==> src/rtl/jt12_lfo_gen.sv <==
// rtl/jt12_lfo_gen.sv - LFO phase generator for the FM operator pipeline
//
// Purpose: counts qualified sample ticks and advances a 7-bit LFO phase
// once every P ticks. P is selected by lfo_freq from the table
// 108, 77, 71, 67, 62, 44, 8, 5.
//
// Optional feature macro: JT12_LFO_AM_EN adds the registered am_mod
// triangle output. Without it the port and its register are absent.
//
// Ports:
//   rst       in   1  synchronous reset, active high
//   clk       in   1  system clock
//   clk_en    in   1  global clock enable
//   zero      in   1  sample tick, counted only when clk_en is high
//   lfo_en    in   1  LFO enable
//   lfo_freq  in   3  LFO rate select
//   lfo_mod   out  7  LFO phase, wraps 127 -> 0
//   pm_mod    out  5  lfo_mod[6:2]
//   lfo_step  out  1  one-clk pulse in the cycle after lfo_mod advanced
//   am_mod    out  6  AM triangle level (JT12_LFO_AM_EN only)
module jt12_lfo_gen #(
  parameter int CNTW = 7
) (
  input  logic       rst,
  input  logic       clk,
  input  logic       clk_en,
  input  logic       zero,
  input  logic       lfo_en,
  input  logic [2:0] lfo_freq,
  output logic [6:0] lfo_mod,
  output logic [4:0] pm_mod,
  output logic       lfo_step
`ifdef JT12_LFO_AM_EN
  ,
  output logic [5:0] am_mod
`endif
);

  logic [CNTW-1:0] cnt;
  logic [CNTW-1:0] limit;
  logic [6:0]      mod_nxt;
  logic            tick;

  // The limit is period-1 and is decoded from the live register value.
  // A rate change therefore takes effect on the very next tick.
  always_comb begin
    limit = CNTW'(107);
    case (lfo_freq)
      3'd0: limit = CNTW'(107);
      3'd1: limit = CNTW'(76);
      3'd2: limit = CNTW'(70);
      3'd3: limit = CNTW'(66);
      3'd4: limit = CNTW'(61);
      3'd5: limit = CNTW'(43);
      3'd6: limit = CNTW'(7);
      3'd7: limit = CNTW'(4);
      default: limit = CNTW'(107);
    endcase
  end

  assign tick    = clk_en & zero;
  assign mod_nxt = lfo_mod + 7'd1;
  assign pm_mod  = lfo_mod[6:2];

`ifdef JT12_LFO_AM_EN
  logic [5:0] am_nxt;
  // The triangle level is taken from the phase value being loaded.
  // This keeps am_mod aligned with lfo_mod in the same cycle.
  assign am_nxt = mod_nxt[6] ? ~mod_nxt[5:0] : mod_nxt[5:0];
`endif

  always_ff @(posedge clk) begin
    if (rst) begin
      cnt      <= '0;
      lfo_mod  <= '0;
      lfo_step <= 1'b0;
`ifdef JT12_LFO_AM_EN
      am_mod   <= '0;
`endif
    end else begin
      // The step pulse clears every clk, not only on clk_en cycles.
      // This keeps the pulse one clk wide.
      lfo_step <= 1'b0;
      if (tick) begin
        if (lfo_en) begin
          // The >= compare, rather than ==, makes a count already past
          // a newly lowered limit step at once instead of wrapping.
          if (cnt >= limit) begin
            cnt      <= '0;
            lfo_mod  <= mod_nxt;
            lfo_step <= 1'b1;
`ifdef JT12_LFO_AM_EN
            am_mod   <= am_nxt;
`endif
          end else begin
            cnt <= cnt + 1'b1;
          end
        end else begin
          // The LFO is held cleared while disabled.
          // Clearing happens only on a tick, so lfo_mod lingers until then.
          cnt     <= '0;
          lfo_mod <= '0;
`ifdef JT12_LFO_AM_EN
          am_mod  <= '0;
`endif
        end
      end
    end
  end

endmodule
==> config.mk <==
export PLATFORM = sky130hd
export DESIGN_NAME = jt12_lfo_gen
export DESIGN_NICKNAME = d
export VERILOG_FILES = /design/src/rtl/jt12_lfo_gen.sv
export SDC_FILE = /design/constraint.sdc
export NUM_CORES = 1
export LEC_CHECK = 0
export BUFFER_PORTS_ARGS = -buffer_cell sky130_fd_sc_hd__buf_2
export CAP_MARGIN = 20
export CORE_MARGIN = 10
export CORE_UTILIZATION = 55
export CTS_CLUSTER_SIZE = 25
export DETAILED_ROUTE_END_ITERATION = 10
export PLACE_DENSITY = 0.85
export SETUP_SLACK_MARGIN = 0.02
export SYNTH_ARGS = -nofsm -noshare
export SYNTH_HDL_FRONTEND = slang
export SYNTH_SLANG_ARGS = --single-unit
==> constraint.sdc <==
create_clock -name clk -period 4.4 [get_ports clk]
set_input_delay 0.44 -clock clk [delete_from_list [all_inputs] [get_ports clk]]
set_output_delay 0.44 -clock clk [all_outputs]
set_load 0.01 [all_outputs]
==> flow_metrics.py <==
metrics = {
    "outcome": {
        "status": "completed",
    },
    "layout": {
        "fillers": 153,
        "diodes": 0,
        "layout_common_cells": "buf_2 (20), nand2_1 (17), dfxtp_1 (15)",
        "seq_area_sq_um": 300.3,
        "syn_to_final_growth_pct": 9.394,
        "fin_util_pct": 63.44,
        "drive_gt1_share_pct": 18.38,
        "layout_commonest_cell": "buf_2",
        "finish.net_count": 158,
        "multiInputGateArea_sq_um": 623.1,
    },
    "worst_hold_path": {
        "hold_class": "flop to flop",
    },
    "logic_synthesis": {
        "syn_nets": 144,
        "yosysTopAreaCell": "dfxtp_1",
        "ys_seq_elements": 15,
        "synth_simple_gate_area_share_pct": 24.35,
        "synth_fa_ha_area_share_pct": 16.07,
        "synth_cell_types": 26,
        "synthMuxAreaShare_pct": 2.967,
        "synth-xor-area-share_pct": 3.461,
        "yosys_warnings": 0,
        "synth_compound_area_share_pct": 14.71,
        "seq_area_frac_synth_pct": 29.67,
        "avgSynthCellArea_sq_um": 8.229,
        "postSynthCellCount": 123,
        "synth_area_leaders": "dfxtp_1 (30%), ha_1 (16%), nand2_1 (6.3%), o211ai_1 (4.4%), or4_1 (4.4%)",
        "synth_top_family_by_area": "simple AND/OR/NAND/NOR gates",
        "synth_top_area_share_pct": 29.67,
        "netlist_area_sq_um": 1012,
    },
    "power_and_ir_drop": {
        "seqPwrFrac_pct": 56.5,
        "switchingPower_uw": 60.86,
        "combPwrFrac_pct": 11.4,
        "p_clk_share_pct": 32.1,
        "swShare_pct": 25.12,
        "power_density_nw_per_um2": 218.8,
        "p_leak_uw": 0.0004847,
        "internal_power_uw": 181.5,
        "peakVddDrop_mv": 0.2216,
    },
    "floorplan": {
        "die_x_microns": 62.90,
        "dieHeight_microns": 62.90,
        "fp-row-count": 15,
        "core_area_sq_um": 1745,
        "ios": 21,
        "die_area_sq_um": 3956,
        "start_util_pct": 57.99,
    },
    "sta": {
        "worst_slack_ns": 2.042,
        "rsz0062_at_grt": "false",
        "finalCritPeriodShare_pct": 53.59,
        "fin_worst_skew_ns": 0.001298,
        "period_minus_slack_ns": 2.358,
        "finalHoldViolCount": 0,
        "slew-limit-headroom_pct": 55.07,
        "finalMaxSlewViolations": 0,
        "tightest_slew_ns": 0.6739,
        "max_freq_ghz": 0.4241,
        "tns_ns": 0,
        "setup_violations": 0,
    },
    "route": {
        "drtIter0Drc": 19,
        "post_drt_wl_per_cell_microns": 13.27,
        "wl_met3_microns": 124,
        "wl_met2_microns": 999,
        "routed-via-count": 916,
        "dr.pass1.iters": 4,
        "route.detailed.drc": 0,
        "antenna_left": 0,
        "via_per_inst": 5.689,
        "routed.top_layer": "met4",
        "met1_length_microns": 1000,
        "wl_microns": 2137,
    },
    "clock_network": {
        "clock_sinks": 15,
        "cts_resized": 0,
        "cts-root-buf": "clkbuf_4",
        "clockBufferDepth": 2,
        "cts_setup_buffers": 0,
        "h-tree-depth": 1,
        "cts_made_buffers": 3,
        "hold_buffers": 0,
        "clk_latency_ns": 0.28,
        "cts_tree": "yes",
        "path_clk_slew_ns": 0.08,
    },
    "global_routing": {
        "grt.total_usage_pct": 10.75,
        "grt_pass1_wl_microns": 3663,
        "grt_pass1_vias": 813,
        "grt_max_degree": 18,
        "antenna_found_initial": 0,
        "overflow": 0,
    },
    "place": {
        "portBuffers": 20,
        "place_hpwl_microns": 1623,
        "place_congestion": 0.7440,
        "post-place-ws_ns": 1.754,
    },
    "critical_path": {
        "worstPathMaxFanout": 17,
        "path_class": "input port to flop",
        "end_kind": "flop",
        "ff2ff_setup_slack_ns": 2.34,
        "cp-start-kind": "input port",
        "arrival_ns": 2.57,
        "cp.required_ns": 4.61,
    },
    "run": {
        "cap_viol_max_count": 0,
    },
}
registers in the layout, indices dropped and copies added (netlist names):
signal,cells
lfo_step,1
cnt,7
lfo_mod,7
per-stage QoR:
stage               hold WS, ns  area (sq um)  std cells  power (uW)
floorplan                0.4779          1012        123       159.7
global placement         0.4935          1081        157       165.8
detailed placement       0.5004          1081        157       167.4
CTS                      0.5059          1107        161       245.4
global route             0.5394          1107        161       256.0
finish                   0.5199          1107        161       242.3
cell families after synthesis:
logic type	Yosys count
AO/OA/AOI/OAI	24
XOR/XNOR	4
adder cells (fa/ha/maj)	13
buffers and inverters	18
flip-flops	15
multiplexers	3
AND/OR/NAND/NOR	46
cells in the mapped netlist, drive strengths merged:
cell and instances:
nand2 17, dfxtp 15, ha 13, a21oi 8, buf 7, inv 7, nand4 6, o211ai 6
or4 6, a31oi 5, nor3 5, o21ai 5, clkbuf 4, xor2 4, mux2i 3, and2 2
nand2b 2, nand3 2, nor2b 2, and3 1, nor2 1, nor3b 1, or4b 1
critical path, cell delays in order:
cell and delay (ns):
buf_2 0.11, inv_1 0.12, ha_1 0.26, o21ai_0 0.17, ha_1 0.26, a21oi_1 0.14
o21ai_1 0.09, a21oi_2 0.56, a21oi_2 0.21, nor3_1 0.20
area by class of cell:
| class | instances | share of cell area (%) |
|---|---|---|
| Tap cell | 25 | 2.825 |
| Clock buffer | 4 | 2.373 |
| Multi-Input combinational cell | 90 | 56.27 |
| Timing Repair Buffer | 20 | 9.040 |
| Inverter | 7 | 2.373 |
| Sequential cell | 15 | 27.12 |
worst paths after layout:
path | from | to | depth (start not counted)
min reg2reg | lfo_mod[0] | lfo_mod[0] | 2
max | lfo_freq[1] | cnt[6] | 10
min | lfo_mod[0] | lfo_mod[0] | 2
max reg2reg | cnt[0] | cnt[6] | 7
layer usage:
| layer | global-route usage, % | up-vias |
|---|---|---|
| met3 | 4.659 | 2 |
| met1 | 13.47 | 423 |
| met4 | 2.514 | 0 |
| li1 | - | 467 |
| met2 | 16.37 | 24 |
| met5 | 0 | - |
power by group through the flow:
stage / Clock, uW / Combinational [uW] / Sequential, uW
2_1_floorplan: 0 / 19.8 / 140
5_1_grt: 88.0 / 30.8 / 137
4_1_cts: 81.1 / 27.3 / 137
3_5_place_dp: 0 / 27.2 / 140
6_report: 77.8 / 27.5 / 137
3_3_place_gp: 0 / 25.7 / 140
No activity file was read; power rests on OpenSTA's default activity.
